--- src/rtl/nes_bus_pkg.sv ---
// nes_bus_pkg: shared NES bus types and register addresses for the OAM DMA controller
package nes_bus_pkg;
  typedef enum logic [2:0] {IDLE, HALT, ALIGN, READ, WRITE} dma_state_t;
  localparam logic [15:0] REG_OAMDMA  = 16'h4014;
  localparam logic [15:0] REG_OAMDATA = 16'h2004;
endpackage

--- src/rtl/oam_dma_ctrl.sv ---
// oam_dma_ctrl: $4014 sprite DMA sequencer; halts the CPU and copies page $XX00-$XXFF to $2004 (ports: clk, rst, cpu_ce/addr/dout/we, bus_din in; cpu_rdy, dma_active, bus_addr/dout/we out)
module oam_dma_ctrl
  import nes_bus_pkg::*;
#(
  parameter logic [15:0] DMA_REG_ADDR  = REG_OAMDMA,
  parameter logic [15:0] OAM_DATA_ADDR = REG_OAMDATA,
  parameter logic        ALIGN_EN      = 1'b1
) (
  input  logic        clk,
  input  logic        rst,
  input  logic        cpu_ce,
  input  logic [15:0] cpu_addr,
  input  logic [7:0]  cpu_dout,
  input  logic        cpu_we,
  input  logic [7:0]  bus_din,
  output logic        cpu_rdy,
  output logic        dma_active,
  output logic [15:0] bus_addr,
  output logic [7:0]  bus_dout,
  output logic        bus_we
);
  dma_state_t  state_q, state_d;
  logic [7:0]  page_q, page_d, idx_q, idx_d, data_q, data_d;
  logic        parity_q;
  logic        cpu_rdy_q, cpu_rdy_d, dma_active_q, dma_active_d, bus_we_q, bus_we_d;
  logic [15:0] bus_addr_q, bus_addr_d;
  logic [7:0]  bus_dout_q, bus_dout_d;
  always_ff @(posedge clk) begin
    if (rst) begin
      state_q      <= IDLE;
      page_q       <= '0;
      idx_q        <= '0;
      data_q       <= '0;
      parity_q     <= 1'b0;
      cpu_rdy_q    <= 1'b1;
      dma_active_q <= 1'b0;
      bus_addr_q   <= '0;
      bus_dout_q   <= '0;
      bus_we_q     <= 1'b0;
    end else begin
      state_q      <= state_d;
      page_q       <= page_d;
      idx_q        <= idx_d;
      data_q       <= data_d;
      parity_q     <= parity_q ^ cpu_ce;
      cpu_rdy_q    <= cpu_rdy_d;
      dma_active_q <= dma_active_d;
      bus_addr_q   <= bus_addr_d;
      bus_dout_q   <= bus_dout_d;
      bus_we_q     <= bus_we_d;
    end
  end
  always_comb begin
    state_d = state_q;
    page_d  = page_q;
    idx_d   = idx_q;
    data_d  = data_q;
    if (cpu_ce) begin
      case (state_q)
        IDLE: if (cpu_we && cpu_addr == DMA_REG_ADDR) begin
          state_d = HALT;
          page_d  = cpu_dout;
          idx_d   = '0;
        end
        // parity_q here is the parity of the HALT cycle; ALIGN pushes READ onto a get cycle
        HALT:  state_d = (ALIGN_EN && !parity_q) ? ALIGN : READ;
        ALIGN: state_d = READ;
        READ: begin
          data_d  = bus_din;
          state_d = WRITE;
        end
        WRITE: begin
          state_d = (idx_q == 8'hFF) ? IDLE : READ;
          idx_d   = (idx_q == 8'hFF) ? idx_q : idx_q + 8'd1;
        end
        default: state_d = IDLE;
      endcase
    end
  end
  // Outputs are registered from the next state so they change together with state_q
  always_comb begin
    cpu_rdy_d    = state_d == IDLE;
    dma_active_d = state_d != IDLE;
    bus_we_d     = state_d == WRITE;
    bus_addr_d   = (state_d == READ) ? {page_d, idx_d} : (state_d == WRITE) ? OAM_DATA_ADDR : 16'h0000;
    bus_dout_d   = (state_d == WRITE) ? data_d : bus_dout_q;
  end
  assign cpu_rdy    = cpu_rdy_q;
  assign dma_active = dma_active_q;
  assign bus_addr   = bus_addr_q;
  assign bus_dout   = bus_dout_q;
  assign bus_we     = bus_we_q;
endmodule
--- config.mk ---
export PLATFORM = sky130hd
export DESIGN_NAME = oam_dma_ctrl
export DESIGN_NICKNAME = d
export VERILOG_FILES = /design/src/rtl/nes_bus_pkg.sv /design/src/rtl/oam_dma_ctrl.sv
export SDC_FILE = /design/constraint.sdc
export NUM_CORES = 1
export LEC_CHECK = 0
export BUFFER_PORTS_ARGS = -buffer_cell sky130_fd_sc_hd__clkbuf_2
export CAP_MARGIN = 40
export CELL_PAD_IN_SITES_DETAIL_PLACEMENT = 2
export CELL_PAD_IN_SITES_GLOBAL_PLACEMENT = 2
export CORE_AREA = 2 2 86 88
export DETAILED_ROUTE_END_ITERATION = 16
export DIE_AREA = 0 0 88 90
export PLACE_DENSITY = 0.83
export SLEW_MARGIN = 25
export SYNTH_ARGS = -nofsm -noshare
export SYNTH_HDL_FRONTEND = slang
export SYNTH_SLANG_ARGS = --single-unit
--- constraint.sdc ---
create_clock -name clk -period 5.9 [get_ports clk]
set_clock_uncertainty 0.15 [all_clocks]
set_input_delay 0.59 -clock clk [delete_from_list [all_inputs] [get_ports clk]]
set_output_delay 0.59 -clock clk [all_outputs]
set_load 0.01 [all_outputs]
=== Yosys cells after proc, flatten, opt, wreduce, memory -nomap -nowiden ===
Cells that the tools add are included.

* Add/subtract/negate cells: 1
* Reduce and logical (&&, ||, !) cells: 4
* Equality and inequality tests: 8
* Magnitude comparators: 0
* Bitwise logic cells: 1
* Shift operators: 0
* Multiply operators: 0
* Mux-type cells: 16
* Divide/modulo/power cells: 0

{| class="wikitable"
|+ Operators with widths
! cell !! count
|-
| 2-to-1 mux 8 bit || 8
|-
| equality test 16 x 15 -> 1 bit (second input constant) || 1
|-
| 2-to-1 mux 16 bit || 1
|-
| case mux 8 bit (2 select lines) || 1
|-
| case mux 3 bit (5 select lines) || 1
|-
| 2-to-1 mux 14 bit || 1
|-
| equality test 3 x 2 -> 1 bit (second input constant) || 3
|-
| adder 8 x 1 -> 8 bit (second input constant) || 1
|-
| equality test 8 bit (second input constant) || 1
|-
| equality test 3 bit (second input constant) || 2
|-
| logical NOT 3 bit || 2
|-
| 2-to-1 mux 3 bit || 2
|-
| equality test 3 x 1 -> 1 bit (second input constant) || 1
|-
| nonzero test 3 bit || 1
|-
| 2-to-1 mux 2 bit || 1
|-
| logical AND 1 bit || 1
|-
| 2-to-1 mux 1 bit || 1
|-
| bitwise XOR 1 bit || 1
|}

* Output and inout bits: 27
* Bits in registers: 55
* Bits in read-only memories: 0
* Bits in writable memories: 0
* Input port bits: 36
* Memories: 0
* Logic and storage cells: 40
* Latch bits: 0

=== Longest topological paths before layout ===
Gate-level depths: netlist of run 1.

* Word-level depth: 8
* Mapped depth: 8
* Mapped depth without buffers: 6

=== Least setup slack after synthesis of run 1 ===
Ideal clock, no wire load.

* Path type: input-to-reg
* From: input cpu_addr[1]
* To: register bus_addr_q[2], in the netlist bus_addr[2]
* Path slack: 3.115 ns
* Arrival: 2.540 ns
* Setup time: 0.096 ns
* Cell stages on the path: 6
* Data required time: 5.654 ns
* Buffers on the path: 1
* Cell sequence: or4_4 > nor4_4 > a211oi_2 > or4_1 > buf_2 > o41ai_2

* Longest elaborated chain between the ends: 8
* Elaborated cells between the ends (all ways): 12
* Classes of those cells: 3 x eq/ne; 8 x mux; 1 x reduce/logical

{| class="wikitable"
|+ Ends and longest elaborated chain
! what !! RTL line !! source
|-
| start, declared || oam_dma_ctrl.sv:12 || <nowiki>input logic [15:0] cpu_addr,</nowiki>
|-
| equality test 16 x 15 -> 1 bit * || oam_dma_ctrl.sv:60 || <nowiki>IDLE: if (cpu_we && cpu_addr == DMA_REG_ADDR) begin</nowiki>
|-
| logical AND 1 bit * || oam_dma_ctrl.sv:60 ||
|-
| 2-to-1 mux 3 bit || oam_dma_ctrl.sv:60 ||
|-
| case mux 3 bit (5 select lines) || oam_dma_ctrl.sv:59 || <nowiki>case (state_q)</nowiki>
|-
| 2-to-1 mux 3 bit || oam_dma_ctrl.sv:58 || <nowiki>if (cpu_ce) begin</nowiki>
|-
| equality test 3 bit || oam_dma_ctrl.sv:85 || <nowiki>bus_addr_d = (state_d == READ) ? {page_d, idx_d} : (state_d == WRITE) ? OAM_DATA_ADDR : 16'h0000;</nowiki>
|-
| 2-to-1 mux 14 bit || oam_dma_ctrl.sv:85 ||
|-
| 2-to-1 mux 16 bit * || oam_dma_ctrl.sv:85 ||
|-
| end signal, assigned || oam_dma_ctrl.sv:48 || <nowiki>bus_addr_q <= bus_addr_d;</nowiki>
|-
| end, declared || oam_dma_ctrl.sv:26 || <nowiki>logic [15:0] bus_addr_q, bus_addr_d;</nowiki>
|}

Every way passes the cells marked *; elsewhere a longest branch is shown, timed or not.
A chain may end at the register's enable or synchronous reset.

=== Worst setup path after layout of run 1 ===
* From: register state_q[2]
* To: register bus_addr_q[2], in the netlist bus_addr[2]

* Longest elaborated chain between the ends: 6
* Elaborated cells between the ends (all ways): 14
* Classes of those cells: 6 x eq/ne; 7 x mux; 1 x reduce/logical

{| class="wikitable"
|+ Ends and longest elaborated chain
! what !! RTL line !! source
|-
| start, declared || oam_dma_ctrl.sv:22 || <nowiki>dma_state_t state_q, state_d;</nowiki>
|-
| start signal, assigned || oam_dma_ctrl.sv:41 || <nowiki>state_q <= state_d;</nowiki>
|-
| equality test 3 bit, or another cell as far along || oam_dma_ctrl.sv:59 ||
|-
| case mux 3 bit (5 select lines) || oam_dma_ctrl.sv:59 ||
|-
| 2-to-1 mux 3 bit || oam_dma_ctrl.sv:58 ||
|-
| equality test 3 bit || oam_dma_ctrl.sv:85 ||
|-
| 2-to-1 mux 14 bit || oam_dma_ctrl.sv:85 ||
|-
| 2-to-1 mux 16 bit * || oam_dma_ctrl.sv:85 ||
|}

Marked as above.

==> impl_results.md, run 1 <==
- DR iter-0 viols: 55
- Drt wl/cell: between 15 and 20 um
- Number of synthesized register bits: 55
- Crit Path Category: flop to flop
- R2r worst-path depth: 5
- Die width: 88 um
- Syn Inst Count: between 200 and 250
- I/O Pins: 63
- Num rows: 31
- Layout Cells excl Fill: 393
- First-pass DRT Iterations: 4
- TritonCTS clock tree: yes
- Hold depth: 2
- Power per cell area: ~250 nW/um2
- CP Data Arrival Time: 3070 ps
- Actual slew at the worst max-slew pin: 661 ps
- Top cells by count, synth: dfxtp_1 (55), nand2_1 (23), nor2_1 (20)
- # diodes: 0
- Synth area leader: dfxtp_1
- Postcts setup bufs: 0
- H-tree lvl count: 2
- Min Tclk post-route: around 3000 ps
- Die ar.: between 7000 and 8000 um2
- Die extent in y: 90 um
- Hold crit path type: flop to flop
- Count of cell types in the netlist: 48
- Worst min-delay path endpoint: data_q[2]
- Fin. Hold Viols: 0
- Hold-fix buffers, CTS: 0
- Yosys Warn Count: 0
- Max-cap violations: 0
- DRT Wirelength: slightly above 6000 um
- # setup viols final: 0
- Sink Count: 55
- Hpwl dp: between 4000 and 5000 um
- Via count: 1,950
- Gr usage total: 17.0%
- Fin. max-slew vios: 0
- Footprint of the multi-input gates: 1050 um2
- Fin Hold WS: 318 ps
- R2R Setup Slk: 2900 ps
- GRT overflow: 0
- Total CTS buffers: 5
- Synth Net Count: 276
- First-pass GRT wire length: 10,500 um
- Clock Path Buffers: 2
- FF-to-FF Start: state_q[2]
- Port Buffer Count: 62
- Setup TNS: 0 ps
- Syn Area/Cell: 9.36 um2
- Nets: 330
- Hold Path Origin: data_q[2]
- Tot Pwr: 0.700 mW
- Core Footprint: 7020 um2
- Proportion of layout cells with a drive suffix above 1: 31.0%
- Lkg Pwr: 1.11 nW
- Number of fill cells: 794
- Ys flop type: dfxtp_1
- Area Overhead vs Synth: 24.0%
- Netlist Area Pre-Place: roughly 2200 um2
- Post-route DRC: 0
- Largest net degree at the start of global routing: 26
- Starting density of the core: 31.9%
- Status: finished clean
- Number of flops mapped to enable cells by yosys: 0
- Post-cts resize count: 0
- Crit path capture type: flop
- Root buffer cell: clkbuf_8
- Worst-path clk slew: 100 ps
- Count leader, synth: dfxtp_1
- Clk Latency, worst-skew pair: between 300 and 400 ps
- CP max FO: 12
- Vias in the first global route: 2,166
- Ys async rst share: 0%
- Area after DPL: 2630 um2
- Antenna-violating nets left: 0
- Seq/Total Area, Yosys: 49.2%
- FF+latch area: 1100 um2
- RSZ-0062 raised after global routing: false
- Top post-synthesis cells by area: dfxtp_1 (49%), mux2_2 (4.0%), nand2_1 (3.9%)
- Design area: 2770 um2
- Placed insts: 385
- CP Launch Type: flop
- Peak supply drop: 116 uV
- Global placement routability congestion: 0.867
- Via/cell ratio: 4.96
- Antenna violations before repair: 0
- Reg-to-Reg End: bus_addr[2]
- Tcrit/Tclk final: approximately half
- Relative slew slack: 55.5%
- Yosys top cell area share: about half
- Required time of the critical path: 5970 ps
- Max Fclk: 333 MHz
[per-stage QoR]
step	util (%)	setup slack, ps
3_5_place_dp	37.5	2700
6_report	39.5	2900
2_1_floorplan	-	3110
3_3_place_gp	37.1	2830
4_1_cts	39.5	2870
5_1_grt	39.5	2690
[per-layer routing]
metal	share of wire, %	global-route usage [%]	up-vias
met1	43	20.2	940
met4	1.7	5.90	0
met5	0	0	-
met3	4.9	3.95	8
li1	-	-	955
met2	51	29.4	47
[power by group]
| group | leakage (nW) | switching, mW | internal (mW) | total (mW) |
|---|---|---|---|---|
| combinational | 0.594 | 0.0131 | 0.0125 | 0.0256 |
| clock | 0.0703 | 0.130 | 0.172 | 0.303 |
| sequential | 0.443 | 0.000471 | 0.372 | 0.372 |
[state kept, by name (all words and copies together), names as in the netlist]
| register | count |
|---|---|
| cpu_rdy | 1 |
| dma_active | 1 |
| idx_q | 8 |
| data_q | 8 |
| parity_q | 1 |
| page_q | 8 |
| bus_addr | 16 |
| bus_dout | 8 |
| state_q | 3 |
| bus_we | 1 |
[critical path: stages (launching register included)]
cell and delay [ps]:
dfxtp_1 550, or3b_1 510, nor2_2 430, a221oi_2 210, or4_1 720, o41ai_2 340
[worst max-delay path by stage]
stage,cells after the start,end,startpoint,slack [ps]
after floorplan,6,bus_addr[2],cpu_addr[1],3110
after global placement,6,bus_addr[2],cpu_addr[7],2830
after detailed placement,6,bus_addr[2],cpu_addr[7],2700
after CTS,5,bus_addr[2],state_q[2],2870
after global routing,5,bus_addr[2],state_q[2],2690
final,5,bus_addr[2],state_q[2],2900
[layout by cell type, fill, tap and decap left out, types with 2 or more instances in the layout]
cell type and instances:
a21o_1 2, nor2b_1 10, nand4_1 2, o211ai_1 2, clkbuf_2 62, clkbuf_8 5
a311oi_1 2, inv_1 5, bufinv_16 2, mux2i_1 8, o21ai_0 8, mux2_2 8
a21oi_1 15, a31oi_1 6, a31o_2 3, and3_1 4, dfxtp_1 55, nand2_1 23
o31ai_1 2, or4_1 2, nor3_1 11, or3_1 3, nor3b_1 2, nor2_1 20
nand3_1 5, nand4b_1 2
[cells by family (layout without fill, tap and decap cells)]
| group | Yosys count | count (layout) | share of synthesized area (%) |
|---|---|---|---|
| adder cells (fa/ha/maj) | 1 | 1 | 0.559 |
| XOR/XNOR | 2 | 2 | 0.783 |
| buffers and inverters | 21 | 76 | 3.75 |
| multiplexers | 16 | 16 | 7.61 |
| AO/OA/AOI/OAI | 49 | 49 | 15.1 |
| AND/OR/NAND/NOR | 95 | 95 | 23.0 |
| flip-flops | 55 | 55 | 49.2 |
[cell type report]
cell class	instances	area share [%]
clock buffers	5	2.48
clock inverters	3	2.57
inverters	5	0.677
multi-input cells	163	37.9
flip-flops and latches	55	39.7
well taps	99	4.47
repair buffers	63	12.2
(Power assumes the default switching activity.)
==> run 2, diff against run 1 <==
--- a/config.mk
+++ b/config.mk
@@ -9,10 +9,10 @@
 export CAP_MARGIN = 40
 export CELL_PAD_IN_SITES_DETAIL_PLACEMENT = 2
 export CELL_PAD_IN_SITES_GLOBAL_PLACEMENT = 2
-export CORE_AREA = 2 2 86 88
+export CORE_AREA = 2 2 90 92
 export DETAILED_ROUTE_END_ITERATION = 16
-export DIE_AREA = 0 0 88 90
-export PLACE_DENSITY = 0.83
+export DIE_AREA = 0 0 92 94
+export PLACE_DENSITY = 0.77
 export SLEW_MARGIN = 25
 export SYNTH_ARGS = -nofsm -noshare
 export SYNTH_HDL_FRONTEND = slang
==> constraint.sdc (replaced) <==
create_clock -name clk -period 3 [get_ports clk]
set_clock_uncertainty 0.15 [all_clocks]
set_input_delay 0.3 -clock clk [delete_from_list [all_inputs] [get_ports clk]]
set_output_delay 0.3 -clock clk [all_outputs]
set_load 0.01 [all_outputs]
==> impl_results.md, run 2 (synthesis results as in run 1) <==
- Die width: 92 um (+4.5%)
- Total CTS buffers: 5 (unchanged)
- DR iter-0 viols: 49 (-11%)
- Area after DPL: 2650 um2 (+0.52%)
- Fin. max-slew vios: 0 (unchanged)
- Flip-flop count of the largest register after layout: 16 (unchanged)
- Via count: 1,965 (+0.77%)
- FF-to-FF Start: state_q[2]
- Crit-path cells: or3_1 > nor4_1 > a211oi_2 > or4_1 > buf_4 > nor3_1
- Sink Count: 55 (unchanged)
- Postcts setup bufs: 0 (unchanged)
- Antenna violations before repair: 0 (unchanged)
- Die ar.: 8650 um2 (+9.2%)
- First-pass DRT Iterations: 2 (-2)
- Gr usage total: 15.2% (-1.7 points)
- Post-route DRC: 0 (unchanged)
- Lkg Pwr: 1.10 nW (-1.0%)
- Clk Latency, worst-skew pair: 320 ps (about the same)
- Area Overhead vs Synth: 22.4%
- Crit Path Category: flop to flop
- Status: finished clean
- CP Data Arrival Time: 2710 ps (-360 ps)
- Hold-fix buffers, CTS: 0 (unchanged)
- FF+latch area: 1100 um2 (unchanged)
- Hold crit path type: primary input to flop
- CP top delay family: simple AND/OR/NAND/NOR gates
- Core Footprint: 7610 um2 (+8.4%)
- Min Tclk post-route: 2620 ps (-379 ps)
- Clock Path Buffers: 2 (unchanged)
- Max-cap violations: 0 (unchanged)
- Placed insts: 392 (+1.8%)
- CP Launch Type: flop
- Setup TNS: 0 ps (unchanged)
- Global placement routability congestion: 0.833 (-3.9%)
- Commonest non-fill, non-tap cell in the layout: clkbuf_2
- Max Fclk: 381 MHz (+14%)
- Post-cts resize count: 0 (unchanged)
- Fin. Hold Viols: 0 (unchanged)
- Footprint of the multi-input gates: 1050 um2 (unchanged)
- Starting density of the core: 29.4% (-2.5 points)
- Crit path launch: state_q[2]
- Layout Cells excl Fill: 399 (+1.5%)
- Hold Path Origin: bus_din[1]
- Fin Hold WS: 72.5 ps (-246 ps)
- Number of fill cells: 879 (+11%)
- Peak supply drop: 173 uV (+49%)
- Relative slew slack: 59.2% (+3.8 points)
- Largest net degree at the start of global routing: 47 (+81%)
- DRT Wirelength: 6050 um (-1.5%)
- Design area: 2740 um2 (-1.3%)
- Slowest CP cell: or4_1
- Actual slew at the worst max-slew pin: 605 ps (-55.8 ps)
- Vias in the first global route: 2,175 (+0.42%)
- Num rows: 32 (+3.2%)
- Port Buffer Count: 62 (unchanged)
- Root buffer cell: clkbuf_8
- Die extent in y: 94 um (+4.4%)
- Proportion of layout cells with a drive suffix above 1: 31.6% (+0.70 points)
- Buf+Inv Stages, Crit Path: 1 (+1)
- GRT overflow: 0 (unchanged)
- Most frequent cells in the layout: clkbuf_2 (62), dfxtp_1 (55), nand2_1 (23)
- TritonCTS clock tree: yes
- I/O Pins: 63 (unchanged)
- Antenna-violating nets left: 0 (unchanged)
- # setup viols final: 0 (unchanged)
- CP max FO: 12 (unchanged)
- Via/cell ratio: 4.92 (-0.75%)
- Drt wl/cell: 15.2 um (-3.0%)
- Hpwl dp: 4500 um (-0.88%)
- Required time of the critical path: 3090 ps (-2880 ps)
- Nets: 334 (+1.2%)
- RSZ-0062 raised after global routing: false
- Crit path capture type: flop
- Worst-path clk slew: 100 ps (about the same)
- H-tree lvl count: 2 (unchanged)
- Power per cell area: 441 nW/um2 (+75%)
- Largest stage delay, worst path: 590 ps (-130 ps)
- Tcrit/Tclk final: 87.4% (+37 points)
- First-pass GRT wire length: 10,400 um (-0.59%)
- # diodes: 0 (unchanged)
run 2: changes by cell type in the layout (fill, tap and decap cells not counted), sizes merged:
cell,previous run,this run
buf,1,5
bufinv,2,0
clkbuf,67,68
run 2: layout make-up:
cell class	count	share of cell area (%)
clock buffer	6	3.02
clock inverter	1	0.320
inverter	5	0.685
multi-input combinational	163	38.4
sequential	55	40.2
tap	102	4.66
timing repair buffer	67	12.7
run 2: layer usage:
layer	wire [um]	global-route usage, %	part of all wire (%)	vias up
li1	-	-	-	965
met1	2590	17.3	43	948
met2	3070	28.1	51	45
met3	313	3.85	5.2	7
met4	75	4.48	1.2	0
met5	0	0	0	-
run 2: worst min-delay path: stages:
cell and delay, ps:
clkbuf_2 80, nand2_1 50, a21oi_1 60
run 2: path summary, 6_finish.rpt:
kind / endpoint / slack [ps] / cells past startpoint
worst max register to register: bus_addr[8] / 380 / 6
worst min-delay path: data_q[1] / 70 / 3
worst min register to register: data_q[1] / 320 / 2
worst max-delay path: bus_addr[8] / 380 / 6
run 2: per-stage QoR:
step	worst slack, ps	total power, mW	util, %
after floorplan	505	0.768	-
after global routing	178	1.26	36.0
after detailed placement	174	0.797	34.8
after CTS	331	1.22	36.0
after global placement	359	0.795	34.8
final	379	1.21	36.0
run 2: where the power goes:
part           internal [mW]  total, mW  switching (mW)
clock network          0.186      0.430           0.243
registers              0.731      0.732        0.000901
logic                 0.0218     0.0469          0.0251
